==> src/rtl/rx_sym_pkg.sv <==
//==============================================================================
// Module : rx_sym_pkg
// Brief  : Shared field positions, COM byte, lock-FSM encoding and idle symbol
//          for the Rx symbol-pair aligner.
// Rev    : 1.0  initial release
//==============================================================================
`default_nettype none

package rx_sym_pkg;

    localparam int SYM_W     = 14;
    localparam int DATA_MSB  = 13;
    localparam int DATA_LSB  = 6;
    localparam int K_BIT     = 5;
    localparam int DISP_BIT  = 4;
    localparam int CV_BIT    = 3;
    localparam int VALID_BIT = 2;
    localparam int IDLE_BIT  = 1;
    localparam int PHYST_BIT = 0;

    localparam logic [7:0]       COM_BYTE = 8'hBC;
    localparam logic [SYM_W-1:0] IDLE_SYM = 14'h0002;

    typedef enum logic [1:0] {
        UNLOCKED = 2'd0,
        CHECK    = 2'd1,
        LOCKED   = 2'd2
    } state_t;

endpackage

`default_nettype wire

==> src/rtl/rx_com_detect.sv <==
//==============================================================================
// Module : rx_com_detect
// Brief  : Per-symbol K28.5 (COM) and code-violation detection, combinational.
// Rev    : 1.0  initial release
//==============================================================================
`default_nettype none

module rx_com_detect
    import rx_sym_pkg::*;
(
    input  logic [7:0] i_data,
    input  logic       i_k,
    input  logic       i_cv,
    output logic       o_is_com,
    output logic       o_is_cv
);

    // A violated symbol cannot be trusted as a comma even if the byte matches.
    assign o_is_com = i_k && (i_data == COM_BYTE) && !i_cv;
    assign o_is_cv  = i_cv;

endmodule

`default_nettype wire

==> src/rtl/rx_sym_align.sv <==
//==============================================================================
// Module : rx_sym_align
// Brief  : Aligns the 2-symbol Rx word so COM lands in the upper slot, tracks
//          comma lock and counts code violations.
// Rev    : 1.0  initial release
//==============================================================================
`default_nettype none

module rx_sym_align
    import rx_sym_pkg::*;
#(
    parameter int LOCK_CNT = 4,
    parameter int BAD_MAX  = 2,
    parameter int GWIDTH   = 14
) (
    input  logic                clk_125,
    input  logic                rst,
    input  logic [2*GWIDTH-1:0] data_in,
    input  logic                cv_clr,
    output logic [2*GWIDTH-1:0] data_out,
    output logic                sym_locked,
    output logic                shift,
    output logic [7:0]          cv_count
);

    localparam logic [3:0] C_LOCK_CNT = 4'(LOCK_CNT);
    localparam logic [2:0] C_BAD_MAX  = 3'(BAD_MAX);

    logic [GWIDTH-1:0]   w_up;
    logic [GWIDTH-1:0]   w_lo;
    logic                w_up_com;
    logic                w_lo_com;
    logic                w_up_cv;
    logic                w_lo_cv;
    logic                w_idle;
    logic                w_com_any;
    logic                w_correct;

    state_t              r_state;
    state_t              w_state_nxt;
    logic                r_shift;
    logic                w_shift_nxt;
    logic [3:0]          r_good;
    logic [3:0]          w_good_nxt;
    logic [2:0]          r_bad;
    logic [2:0]          w_bad_nxt;
    logic                r_locked;
    logic [GWIDTH-1:0]   r_prev_lower;
    logic [2*GWIDTH-1:0] r_data_out;
    logic [2*GWIDTH-1:0] w_aligned;
    logic [7:0]          r_cv;
    logic [8:0]          w_cv_sum;

    assign w_up = data_in[2*GWIDTH-1:GWIDTH];
    assign w_lo = data_in[GWIDTH-1:0];

    rx_com_detect u_det_up (
        .i_data   (w_up[DATA_MSB:DATA_LSB]),
        .i_k      (w_up[K_BIT]),
        .i_cv     (w_up[CV_BIT]),
        .o_is_com (w_up_com),
        .o_is_cv  (w_up_cv)
    );

    rx_com_detect u_det_lo (
        .i_data   (w_lo[DATA_MSB:DATA_LSB]),
        .i_k      (w_lo[K_BIT]),
        .i_cv     (w_lo[CV_BIT]),
        .o_is_com (w_lo_com),
        .o_is_cv  (w_lo_cv)
    );

    assign w_idle    = w_up[IDLE_BIT] | w_lo[IDLE_BIT];
    assign w_com_any = w_up_com | w_lo_com;
    // Upper slot wins when both carry a COM, so only a lone lower COM counts as lower.
    assign w_correct = w_up_com ? !r_shift : (w_lo_com & r_shift);

    always_ff @(posedge clk_125 or posedge rst) begin
        if (rst) begin
            r_state  <= UNLOCKED;
            r_shift  <= 1'b0;
            r_good   <= 4'd0;
            r_bad    <= 3'd0;
            r_locked <= 1'b0;
        end else begin
            r_state  <= w_state_nxt;
            r_shift  <= w_shift_nxt;
            r_good   <= w_good_nxt;
            r_bad    <= w_bad_nxt;
            r_locked <= (w_state_nxt == LOCKED);
        end
    end

    always_comb begin
        w_state_nxt = r_state;
        w_shift_nxt = r_shift;
        w_good_nxt  = r_good;
        w_bad_nxt   = r_bad;
        if (w_idle) begin
            w_state_nxt = UNLOCKED;
            w_shift_nxt = 1'b0;
            w_good_nxt  = 4'd0;
            w_bad_nxt   = 3'd0;
        end else if (w_com_any) begin
            case (r_state)
                UNLOCKED: begin
                    w_shift_nxt = !w_up_com;
                    w_good_nxt  = 4'd1;
                    w_state_nxt = CHECK;
                end
                CHECK: begin
                    if (w_correct) begin
                        if (r_good >= C_LOCK_CNT - 4'd1) begin
                            w_good_nxt  = C_LOCK_CNT;
                            w_bad_nxt   = 3'd0;
                            w_state_nxt = LOCKED;
                        end else begin
                            w_good_nxt = r_good + 4'd1;
                        end
                    end else begin
                        w_shift_nxt = !r_shift;
                        w_good_nxt  = 4'd1;
                    end
                end
                LOCKED: begin
                    if (w_correct) begin
                        w_bad_nxt = 3'd0;
                    end else if (r_bad >= C_BAD_MAX - 3'd1) begin
                        w_bad_nxt   = C_BAD_MAX;
                        w_state_nxt = UNLOCKED;
                    end else begin
                        w_bad_nxt = r_bad + 3'd1;
                    end
                end
                default: w_state_nxt = UNLOCKED;
            endcase
        end
    end

    // The word built with a freshly changed shift may drop or repeat a symbol.
    always_comb begin
        w_aligned = w_shift_nxt ? {r_prev_lower, w_up} : data_in;
        if (w_shift_nxt != r_shift) begin
            w_aligned[GWIDTH+VALID_BIT] = 1'b0;
            w_aligned[VALID_BIT]        = 1'b0;
        end
    end

    always_ff @(posedge clk_125 or posedge rst) begin
        if (rst) begin
            r_prev_lower <= IDLE_SYM;
            r_data_out   <= {IDLE_SYM, IDLE_SYM};
        end else begin
            r_prev_lower <= w_lo;
            r_data_out   <= w_aligned;
        end
    end

    assign w_cv_sum = {1'b0, r_cv} + {8'd0, w_up_cv} + {8'd0, w_lo_cv};

    always_ff @(posedge clk_125 or posedge rst) begin
        if (rst) begin
            r_cv <= 8'd0;
        end else if (cv_clr) begin
            r_cv <= 8'd0;
        end else if (w_cv_sum[8]) begin
            r_cv <= 8'hFF;
        end else begin
            r_cv <= w_cv_sum[7:0];
        end
    end

    assign data_out   = r_data_out;
    assign sym_locked = r_locked;
    assign shift      = r_shift;
    assign cv_count   = r_cv;

endmodule

`default_nettype wire

==> config.mk <==
export PLATFORM = sky130hd
export DESIGN_NAME = rx_sym_align
export DESIGN_NICKNAME = d
export VERILOG_FILES = /design/src/rtl/rx_sym_pkg.sv /design/src/rtl/rx_com_detect.sv /design/src/rtl/rx_sym_align.sv
export SDC_FILE = /design/constraint.sdc
export NUM_CORES = 1
export LEC_CHECK = 0
export ABC_AREA = 1
export CORE_AREA = 2 2 87 89
export CTS_BUF_LIST = sky130_fd_sc_hd__clkbuf_16
export CTS_CLUSTER_SIZE = 8
export DETAILED_ROUTE_END_ITERATION = 7
export DIE_AREA = 0 0 89 91
export PLACE_DENSITY = 0.66
export SYNTH_ARGS = -nofsm -noshare
export SYNTH_HDL_FRONTEND = slang
export SYNTH_HIERARCHICAL = 1
export SYNTH_SLANG_ARGS = --single-unit
==> constraint.sdc <==
create_clock -name clk_125 -period 1.8 [get_ports clk_125]
set_input_delay 0.36 -clock clk_125 [delete_from_list [all_inputs] [get_ports clk_125]]
set_output_delay 0.36 -clock clk_125 [all_outputs]
set_load 0.05 [all_outputs]
# Word-level counts from Yosys, hierarchy flattened
# Index checks and enable logic that the tools add are counted.
[classes]
add_sub_neg = 4
n_lt_le_gt_ge = 2
eq_ne = 8
muxes = 29
n_bitwise = 3
reduce_logical = 14
[op_table]
columns = ["op", "count"]
rows = [
  ["$mux 28", 1],
  ["$mux 3", 6],
  ["$eq 8x8->1 const B", 2],
  ["$mux 4", 4],
  ["$mux 8", 2],
  ["$mux 2", 6],
  ["$add 8x1->9", 1],
  ["$add 9x1->9", 1],
  ["$pmux 4 s2", 1],
  ["$mux 1", 6],
  ["$ne 3x3->1 const B", 2],
  ["$pmux 2 s3", 1],
  ["$pmux 3 s2", 1],
  ["$reduce_bool 3->1", 2],
  ["$add 4x1->4 const B", 1],
  ["$eq 2x2->1 const B", 2],
  ["$ge 4x2->1 const B", 1],
  ["$logic_and 1x1->1", 4],
  ["$logic_not 1->1", 4],
  ["$reduce_and 4->1", 1],
  ["$add 3x1->3 const B", 1],
  ["$ge 3x1->1 const B", 1],
  ["$eq 2x1->1 const B", 1],
  ["$logic_not 2->1", 1],
  ["6 further kinds", 7],
]
[totals]
reg_bits = 61
in_bits = 31
out_inout_bits = 38

# Depth between registers and ports, before layout
[depth]
depth_word = 11
depth_mapped = 13
ltp_nobuf = 12

# Hierarchy
# The synthesis kept the hierarchy.
[by_module_without_submodules]
columns = ["module", "instances", "cells_each", "area_per_inst_um2", "seq_area_each_um2"]
rows = [
  ["rx_sym_align", 1, 267, 2561.2, 1530.2],
  ["rx_com_detect", 2, 10, 47.5, 0.0],
]

# Least setup slack after synthesis
# No wires, ideal clock.
[synth_timing]
kind = "register to register"
startpoint = "reg r_cv[0], in the netlist cv_count[0]"
endpoint = "reg r_cv[5], in the netlist cv_count[5]"
setup_time_ps = 63
arrival_ps = 2015
required_ps = 1737
setup_slack_ps = -278
stages_incl_launch_ff = 11
n_path_buf = 0
period_less_slack_ps = 2078
cell_sequence = "dfrtp_1 > inv_1 > fa_1 > inv_1 > ha_1 > nand3_1 > nor2_1 > nand4_1 > nand3_1 > nand2_1 > inv_1"
[synth_via]
elab_chain_cells = 4
[synth_rtl]
columns = ["element", "line", "rtl"]
rows = [
  ["start, declared", "rx_sym_align.sv:51", "logic [7:0] r_cv;"],
  ["start signal, assigned", "rx_sym_align.sv:169", "r_cv <= w_cv_sum[7:0];"],
  ["$add 8x1->9", "rx_sym_align.sv:159", "assign w_cv_sum = {1'b0, r_cv} + {8'd0, w_up_cv} + {8'd0, w_lo_cv};"],
  ["$add 9x1->9", "rx_sym_align.sv:159", ""],
  ["$mux 8", "rx_sym_align.sv:166", "end else if (w_cv_sum[8]) begin"],
  ["$mux 8", "rx_sym_align.sv:164", "end else if (cv_clr) begin"],
]
# No other way between the ends.
# A chain may end at the register's enable or synchronous reset.

# Worst setup path after layout
[layout_timing]
startpoint = "in data_in[5]"
endpoint = "reg r_data_out[13], in the netlist data_out[13]"
[layout_via]
elab_chain_cells = 9
elab_cells_between_ends = 10
cone_classes = "6 x mux; 2 x bitwise; 2 x reduce/logical"
[layout_rtl]
columns = ["element", "line", "rtl"]
rows = [
  ["start, declared", "rx_sym_align.sv:18", "input logic [2*GWIDTH-1:0] data_in,"],
  ["$logic_and 1x1->1 (*) (2 in a row)", "rx_com_detect.sv:19", "assign o_is_com = i_k && (i_data == COM_BYTE) && !i_cv;"],
  ["named net w_lo_com", "rx_sym_align.sv:32", "logic w_lo_com;"],
  ["$and 1x1->1", "rx_sym_align.sv:76", "assign w_correct = w_up_com ? !r_shift : (w_lo_com & r_shift);"],
  ["$mux 1", "rx_sym_align.sv:76", ""],
  ["$mux 1", "rx_sym_align.sv:112", "if (w_correct) begin"],
  ["$pmux 1 s2", "rx_sym_align.sv:105", "case (r_state)"],
  ["$mux 1 (*)", "rx_sym_align.sv:104", "end else if (w_com_any) begin"],
  ["$mux 1 (*)", "rx_sym_align.sv:99", "if (w_idle) begin"],
  ["$mux 28 (*)", "rx_sym_align.sv:142", "w_aligned = w_shift_nxt ? {r_prev_lower, w_up} : data_in;"],
  ["named net w_aligned[13]", "rx_sym_align.sv:50", "logic [2*GWIDTH-1:0] w_aligned;"],
  ["end signal, assigned", "rx_sym_align.sv:152", "r_data_out <= {IDLE_SYM, IDLE_SYM};"],
  ["end signal, assigned", "rx_sym_align.sv:155", "r_data_out <= w_aligned;"],
  ["end, declared", "rx_sym_align.sv:49", "logic [2*GWIDTH-1:0] r_data_out;"],
]
# Mark *: on every way through the listed nets, which the timed path passes. The rest lies on a longest branch.

==> flow_summary.json <==
{
  "status": "finished, final reports clean",
  "synth_seq_cells": 61,
  "gp_congestion": 0.823,
  "ys_warn_count": 6,
  "r2r_cells": 10,
  "tns_ns": 0,
  "fp.dieH_um": 91,
  "gr-usage-all-layers_pct": 14.7,
  "synth_fp_nets": 323,
  "min_to": "r_prev_lower[13]",
  "intPower_mw": 2.66,
  "netlist-cell-type-count": 27,
  "clkPwrFrac_pct": 45.6,
  "fmaxAchievable_mhz": 583,
  "cts_buffers": 9,
  "cap_viol_max_count": 0,
  "placeableCoreArea_um2": 7140,
  "portBuffers": 68,
  "power_frac_comb_pct": 13.2,
  "antenna_found_initial": 0,
  "fill_cells": 648,
  "initial_core_util_pct": 37.2,
  "die_x_um": 89,
  "period_needed_ns": 1.71,
  "min-delay-start": "data_in[13]",
  "maxSlewHeadroom_pct": 65.6,
  "clock_latency_ns": 0.32,
  "syn_area_um2": 2660,
  "n_antenna_cell": 0,
  "syn2layout_area_growth_pct": 48.2,
  "drive_gt1_share_pct": 28.6,
  "nets": 422,
  "final_core_util_pct": 55.2,
  "cp.required_ns": 2.05,
  "design_area_um2": 3940,
  "maxSlewViolCount": 0,
  "multiInputGateArea_um2": 910,
  "p_sw_share_pct": 24.8,
  "finClkSkew_ns": 0.00658,
  "hold_depth": 1,
  "grt_max_degree": 29,
  "max-vdd-ir-drop_mv": 0.594,
  "final-setup-viol-count": 0,
  "period_share_pct": 95.2,
  "synth_cells": 287,
  "fp-row-count": 31,
  "timing.hold.ws_ns": 0.222,
  "htreeDepth": 3,
  "grt_pass1_wl_mm": 9.34,
  "hp-class": "input port to flip-flop",
  "dieArea_um2": 8100,
  "critPathMaxFanout": 14,
  "root_buffer": "clkbuf_16",
  "dp_hpwl_mm": 4.11,
  "power.total_mw": 3.54,
  "regArea_um2": 1530,
  "clockBufferDepth": 2,
  "start_kind": "input port",
  "num_vias": 2186,
  "ys_seq_area_share_pct": 57.6,
  "power_density_nw_per_um2": 898,
  "io_pins": 69,
  "placed_area_um2": 3520,
  "grt_pass1_vias": 2008,
  "r2r-start": "cv_count[0]",
  "worst-setup-path-type": "input port to flip-flop",
  "p_leak_nw": 2.10,
  "r2r_setup_slack_ns": 0.19,
  "seqPwrFrac_pct": 41.3,
  "vias_per_cell": 4.46,
  "drtIter0Drc": 71,
  "hold_violations": 0,
  "path_clk_slew_ns": 0.05,
  "wirelength_mm": 5.91,
  "critPathLaunch": "data_in[5]",
  "cts_tree": "built",
  "grt.overflow.total": 0,
  "avgSynthCellArea_um2": 9.26,
  "drt_first_pass_iters": 4,
  "arrival_ns": 1.97,
  "ant_nets": 0,
  "r2r_end": "cv_count[5]",
  "p_sw_uw": 876,
  "max_slew.worst_pin.slew_ns": 0.515,
  "cts_sinks": 61,
  "cts_setup_buffers": 0,
  "drc": 0,
  "routedWlPerCell_um": 12.1,
  "rsz0062_at_grt": "no",
  "end_kind": "flip-flop"
}
## power by group through the flow
stage               logic [mW]  clock network, mW  registers [mW]
global route             0.500               1.71            1.47
finish                   0.466               1.61            1.46
floorplan                0.112                  0            1.63
global placement         0.470                  0            1.48
CTS                      0.475               1.63            1.46
detailed placement       0.474                  0            1.48
## layout make-up
| cell class | instances | area share (%) |
|---|---|---|
| timing repair inverter | 1 | 0.222 |
| clock inverter | 7 | 1.46 |
| clock buffer | 9 | 5.72 |
| multi-input combinational | 169 | 23.1 |
| inverter | 50 | 5.18 |
| sequential | 61 | 38.9 |
| tap | 99 | 3.15 |
| timing repair buffer | 94 | 22.3 |
## placed cells by master (no fill, tap or decap), types with 6 or more instances in the layout
| master | Yosys | final |
|---|---|---|
| nor2_1 | 23 | 21 |
| buf_4 | 4 | 58 |
| o21ai_0 | 9 | 8 |
| o21ai_1 | 11 | 12 |
| dfrtp_1 | 58 | 57 |
| nand2_1 | 70 | 70 |
| a21oi_1 | 7 | 7 |
| inv_1 | 46 | 43 |
| dlymetal6s2s_1 | 0 | 17 |
| o21ai_2 | 11 | 11 |
| inv_2 | 3 | 6 |
| nand4_1 | 6 | 6 |
| clkbuf_16 | 0 | 10 |
| nand3_1 | 16 | 13 |
| clkdlybuf4s50_1 | 0 | 12 |
## sequential cells by signal (all words and copies together) (netlist names)
register      flops
cv_count          8
r_good            4
r_prev_lower     14
data_out         28
r_state           2
r_bad             3
shift             1
sym_locked        1
## per-stage QoR
| step | setup WS (ns) | std cells |
|---|---|---|
| floorplan | 0.0422 | 287 |
| global placement | -0.383 | 472 |
| detailed placement | -0.389 | 472 |
| CTS | 0.0131 | 488 |
| global route | 0.0131 | 490 |
| finish | 0.0858 | 490 |
## kinds of logic (layout without fill, tap and decap cells)
family | count (synthesis) | in the layout | share of synthesized area (%)
AOI/OAI and AO/OA | 38 | 38 | 8.71
and+or+nand+nor | 123 | 123 | 20.2
adders and majority gates | 5 | 5 | 2.64
DFF | 61 | 61 | 57.6
xor gates and xnor gates | 3 | 3 | 0.989
buffers and inverters | 57 | 161 | 9.84
## how the worst max path moves through the flow
stage	depth (start not counted)	endpoint
final	11	data_out[13]
after global routing	11	data_out[7]
after CTS	1	data_out[17]
after detailed placement	11	cv_count[5]
after global placement	11	cv_count[5]
after floorplan	10	cv_count[5]
## timing repair
action / CTS / global route
hold endpoints to repair: 0 / 0
resized for setup: 3 / 32
hold buffers: 0 / 0
setup endpoints to repair: 6 / 35
pin swaps: 2 / 11
cloned: 0 / 2
## routing by layer
metal | track usage [%] | wire [um]
met5 | 0 | 0
met2 | 23.4 | 2930
met4 | 5.60 | 97
met1 | 19.6 | 2610
met3 | 3.00 | 270
## cells in the mapped netlist
cell type  count  area share [%]
a21oi_1        7             1.3
buf_12         1            0.75
buf_4          4             1.1
buf_8          1            0.57
clkbuf_1       1            0.14
dfrtp_1       58              55
dfstp_2        3             3.0
fa_1           1            0.75
ha_1           4             1.9
inv_1         46             6.5
inv_2          3            0.42
inv_6          1            0.33
nand2_1       70             9.9
nand2_2        1            0.24
nand2_4        2            0.85
nand3_1       16             3.0
nand3_4        1            0.66
nand4_1        6             1.4
nor2_1        23             3.3
nor2_2         2            0.47
nor3_1         1            0.19
nor4_1         1            0.24
o21ai_0        9             1.7
o21ai_1       11             2.1
o21ai_2       11             3.6
xnor2_1        1            0.33
xor2_1         2            0.66
## critical path, cell delays in order
cell and delay [ns]:
clkdlybuf4s50_1 0.48, nand4_1 0.12, nor2_1 0.11, inv_1 0.08, nand2_4 0.10, nand2_4 0.06
nand2_4 0.06, nand3_4 0.21, inv_6 0.24, nand2_1 0.07, nand2_1 0.06
No activity file was read; power rests on OpenSTA's default activity.
